File: src/rtl/hci_bank_arbiter.sv
// hci_bank_arbiter: shares one TCDM bank between N_REQ ports with round-robin or
// starvation-bounded fixed priority, and sequences the test-and-set read/write pair.
module hci_bank_arbiter #(
    parameter int N_REQ     = 4,
    parameter int AW        = 32,
    parameter int AWM       = 12,
    parameter int DW        = 32,
    parameter int BW        = 8,
    parameter int TS_BIT    = 21,
    parameter int MAX_STALL = 8
) (
    input  logic                      clk_i,
    input  logic                      rst_ni,
    input  logic                      arb_policy_i,
    input  logic [N_REQ-1:0]          req_i,
    input  logic [N_REQ*AW-1:0]       add_i,
    input  logic [N_REQ-1:0]          wen_i,
    input  logic [N_REQ*DW-1:0]       wdata_i,
    input  logic [N_REQ*(DW/BW)-1:0]  be_i,
    output logic [N_REQ-1:0]          gnt_o,
    output logic [N_REQ-1:0]          r_valid_o,
    output logic [DW-1:0]             r_data_o,
    output logic                      mem_req_o,
    output logic [AWM-1:0]            mem_add_o,
    output logic                      mem_wen_o,
    output logic [DW-1:0]             mem_wdata_o,
    output logic [DW/BW-1:0]          mem_be_o,
    input  logic                      mem_gnt_i,
    input  logic [DW-1:0]             mem_r_data_i
);
    localparam int BEW = DW / BW;
    localparam int IW  = $clog2(N_REQ);
    localparam int SW  = $clog2(MAX_STALL + 1);

    typedef enum logic {IDLE, TS_WRITE} state_e;

    state_e          state_q, state_d;
    logic [IW-1:0]   rr_ptr_q, resp_idx_q, rr_win, fp_win, win;
    logic [SW-1:0]   stall_q;
    logic [AWM-1:0]  ts_add_q;
    logic [AW-1:0]   win_add;
    logic            resp_pend_q, any_req, use_rr, others, hs, ts_hit, in_ts;

    // Descending scans so the lowest-distance (or lowest-index) requester wins last.
    always_comb begin
        rr_win = '0;
        fp_win = '0;
        for (int k = N_REQ - 1; k >= 0; k--) begin
            if (req_i[(int'(rr_ptr_q) + k) % N_REQ]) rr_win = IW'((int'(rr_ptr_q) + k) % N_REQ);
            if (req_i[k]) fp_win = IW'(k);
        end
    end

    assign any_req = |req_i;
    assign in_ts   = state_q == TS_WRITE;
    assign use_rr  = !arb_policy_i || stall_q == SW'(MAX_STALL);
    assign win     = use_rr ? rr_win : fp_win;
    assign win_add = add_i[int'(win)*AW +: AW];
    assign others  = |(req_i & ~(N_REQ'(1) << win));
    assign hs      = rst_ni && !in_ts && any_req && mem_gnt_i;
    assign ts_hit  = hs && wen_i[win] && win_add[TS_BIT];

    assign mem_req_o   = rst_ni && (in_ts || any_req);
    assign mem_add_o   = in_ts ? ts_add_q : win_add[AWM+1:2];
    assign mem_wen_o   = in_ts ? 1'b0 : wen_i[win];
    assign mem_wdata_o = in_ts ? '1 : wdata_i[int'(win)*DW +: DW];
    assign mem_be_o    = in_ts ? '1 : be_i[int'(win)*BEW +: BEW];
    assign gnt_o       = hs ? N_REQ'(1) << win : '0;
    assign r_valid_o   = (rst_ni && resp_pend_q) ? N_REQ'(1) << resp_idx_q : '0;
    assign r_data_o    = mem_r_data_i;

    always_comb begin
        state_d = state_q;
        if (!in_ts && ts_hit) state_d = TS_WRITE;
        if (in_ts && mem_gnt_i) state_d = IDLE;
    end

    always_ff @(posedge clk_i) begin
        if (!rst_ni) begin
            state_q     <= IDLE;
            rr_ptr_q    <= '0;
            stall_q     <= '0;
            resp_pend_q <= 1'b0;
            resp_idx_q  <= '0;
            ts_add_q    <= '0;
        end else begin
            state_q     <= state_d;
            resp_pend_q <= hs;
            if (hs) begin
                resp_idx_q <= win;
                rr_ptr_q   <= (win == IW'(N_REQ - 1)) ? '0 : win + 1'b1;
            end
            if (ts_hit) ts_add_q <= win_add[AWM+1:2];
            // The one-shot round-robin override is consumed only by an actual handshake.
            if (!arb_policy_i) stall_q <= '0;
            else if (!in_ts) stall_q <= use_rr ? (hs ? '0 : stall_q) : (others ? stall_q + 1'b1 : '0);
        end
    end
endmodule

File: config.mk
export PLATFORM = sky130hd
export DESIGN_NAME = hci_bank_arbiter
export DESIGN_NICKNAME = d
export VERILOG_FILES = /design/src/rtl/hci_bank_arbiter.sv
export SDC_FILE = /design/constraint.sdc
export NUM_CORES = 1
export LEC_CHECK = 0
export BUFFER_PORTS_ARGS = -buffer_cell sky130_fd_sc_hd__buf_2
export CELL_PAD_IN_SITES_DETAIL_PLACEMENT = 2
export CELL_PAD_IN_SITES_GLOBAL_PLACEMENT = 2
export CORE_MARGIN = 2
export CORE_UTILIZATION = 13
export DETAILED_ROUTE_END_ITERATION = 7
export PLACE_DENSITY_LB_ADDON = 0.1
export SKIP_CTS_REPAIR_TIMING = 1
export SLEW_MARGIN = 20
export SYNTH_ARGS = -nofsm -noshare
export SYNTH_HDL_FRONTEND = slang
export SYNTH_SLANG_ARGS = --single-unit
File: constraint.sdc
create_clock -name clk_i -period 4 [get_ports clk_i]
set_input_delay 0 -clock clk_i [delete_from_list [all_inputs] [get_ports clk_i]]
set_output_delay 0 -clock clk_i [all_outputs]
set_load 0.01 [all_outputs]
==> impl_results.md <==
* Worst Setup End Kind: output pin
* Clock sink total at 22
* # setup viols final at 0
* Avg Synthesized Cell Area at roughly 5.8 um2
* Deepest clock path buffer count at 2
* Final wirelength at 19240 um
* Final hold violation count at 0
* Worst-margin pin slew at approximately 800 ps
* Num rows at 57
* Fillcell total at roughly 3100
* Async SR Flop Fraction at 0%
* Area delta synth->final at 45.65%
* Reg power frac at 19.3%
* DR WL/cell at 17.75 um
* Placed inst area at 4572 um2
* Synth cell types at 42
* Layout Nets at 1076
* Initial DRC Count at 234
* Crit path DAT at 3170 ps
* Syn nets at 875
* Worst-path fanout max at 101
* Die footprint at 26050 um2
* CTS tree: yes
* GRT Total Usage at around 14%
* Net Switching at 533.0 uW
* Post-place setup slack at 797.6 ps
* Kind of critical path: flop to output pin
* Antenna violations before repair at 4
* Drt first pass iters at 4
* Comb power frac at around 58%
* WP data required at approximately 4000 ps
* Layout cell share with drive strength beyond 1 at 37.70%
* Final Wtd Congestion at slightly below 0.8
* Peak VDD IR at 133.5 uV
* Cell area after layout at 4691 um2
* Remaining DRCs at 0
* Slew Limit Fails at 0
* Post-DP HPWL at 14870 um
* Pleak at 2.415 nW
* Clock skew at 5.055 ps
* Worst hold path class: input port to output pin
* Tcrit/Tclk final at 79.28%
* Initial Util at 13.24%
* Seq/Total Area, Yosys at 13.68%
* Storage cell area at 441.7 um2
* Gr ovfl total at 0
* Area of the multi-input gates at approximately 2300 um2
* Cell count after synthesis at approximately 560
* Commonest cells after routing, fill and taps aside: buf_2, nand2_1, nand3_1
* Dominant synthesized flop cell: dfxtp_1
* Top-level port count at 406
* Port bufs at 265
* Pwr dens at 270.2 nW/um2
* Die X at 161.4 um
* Vias in the first global route at just over 5000
* Clock Power Share at 23.1%
* Core region area at 24320 um2
* Htree depth at 1
* Outcome: complete, no violations
* Number of synthesized register bits at 22
* Synth warn at 0
* CTS root buf: clkbuf_16
* CTS clk-pin slew, worst paths at around 70 ps
* CP startpoint kind: flop
* RSZ-0062 raised after global routing: no
* Worst skew pair latency at ~260 ps
* Largest net degree at the start of global routing at 102
* Setup slack after layout at 828.8 ps
* Setup TNS at 0 ps
* Detail Route Antenna Nets at 0
* TritonCTS buffer count at 3
* Tmin final at 3171 ps
* Final Power at 1.267 mW
* Syn Std Cell Area at between 3000 and 4000 um2
* Worst rel slew slack at 45.05%
* EDFF count, synth at 0
* First-pass GRT wire length at 29310 um
* Switching portion of total power at between 40% and 50%
* Int Pwr at 734.2 uW
* Commonest non-fill, non-tap cell in the layout: buf_2
* DIE HEIGHT at 161.4 um
* Vias at 4671
* Peak Freq at 315.3 MHz
* Max Cap Viol at 0
* Via/cell ratio at 4.309
worst max-delay path, stage by stage, from the launching register on:
cell	delay [ps]
dfxtp_1	400
inv_1	60
ha_1	220
and3b_1	210
o22ai_1	200
o32a_2	220
buf_6	600
a21oi_1	180
a32o_1	260
o21ai_0	290
buf_2	210
metrics by stage:
stage	instances	hold slack, ps	utilization (%)
after floorplan	556	91.77	-
after global placement	1076	0.06862	18.80
after detailed placement	1076	0.06862	18.80
after CTS	1080	0.06862	19.23
after global routing	1084	0.01504	19.29
final	1084	0.003358	19.29
final timing paths:
kind	to	slack [ps]	cells after the start	start
hold / removal	r_data_o[26]	0.003	0	mem_r_data_i[26]
setup / recovery	mem_add_o[10]	830	10	stall_q[0]
setup reg to reg	ts_add_q[2]	850	10	stall_q[0]
hold reg to reg	ts_add_q[9]	460	2	ts_add_q[9]
per-layer routing:
layer  part of all wire, %  vias to the layer above  wire length (um)  track usage (%)
li1                      -                     2259                 -                -
met1                    43                     2241              8234            17.23
met2                    50                      160              9680            26.11
met3                   6.0                       11              1150            2.388
met4                  0.92                        0               177            2.719
met5                     0                        -                 0                0
final cells by class:
type	count	share of cell area (%)
Timing Repair Buffer	272	29.47
Clock inverter	1	0.6402
Clock buffer	3	1.600
Antenna cell	4	0.2134
Multi-Input combinational cell	436	48.23
Tap cell	324	8.642
Sequential cell	22	9.416
Inverter	22	1.787
power groups by stage:
stage | combinational (mW) | sequential (mW) | clock (mW)
CTS | 0.754 | 0.244 | 0.301
global route | 0.823 | 0.247 | 0.313
finish | 0.730 | 0.244 | 0.293
detailed placement | 0.751 | 0.249 | 0
global placement | 0.732 | 0.248 | 0
floorplan | 0.456 | 0.245 | 0
cell families after synthesis:
group	Yosys count	share of synthesized area [%]
AND/OR/NAND/NOR	316	41.73
AO/OA/AOI/OAI	111	25.21
buffers and inverters	98	16.36
flip-flops	22	13.68
multiplexers	6	1.865
adder cells (fa/ha/maj)	3	1.166
state kept, by name (all words and copies together) (netlist names):
name         count
in_ts            1
resp_pend_q      1
ts_add_q        12
resp_idx_q       2
stall_q          4
rr_ptr_q         2
cell usage after synthesis, types with 2 or more instances:
library cell    n  area, um2
nand2_1       208      780.8
nand3_1        75      375.4
a21o_1         38      285.3
buf_4          32      240.2
dfxtp_1        22      440.4
clkbuf_1       20      75.07
inv_1          20      75.07
o21ai_0        17      85.08
a21oi_1        15      75.07
buf_2          13      65.06
o32ai_1        13      113.9
a32o_1         12      120.1
nor2_1         12      45.04
buf_1           8      30.03
nor3_1          7      35.03
mux2i_1         6      60.06
buf_6           3      33.78
ha_1            3      37.54
nand3b_1        3      22.52
a211oi_1        2      15.01
a31o_2          2      17.52
a31oi_1         2      12.51
and3b_1         2      17.52
inv_2           2      7.510
nand2b_1        2      12.51
(Power assumes the default switching activity.)
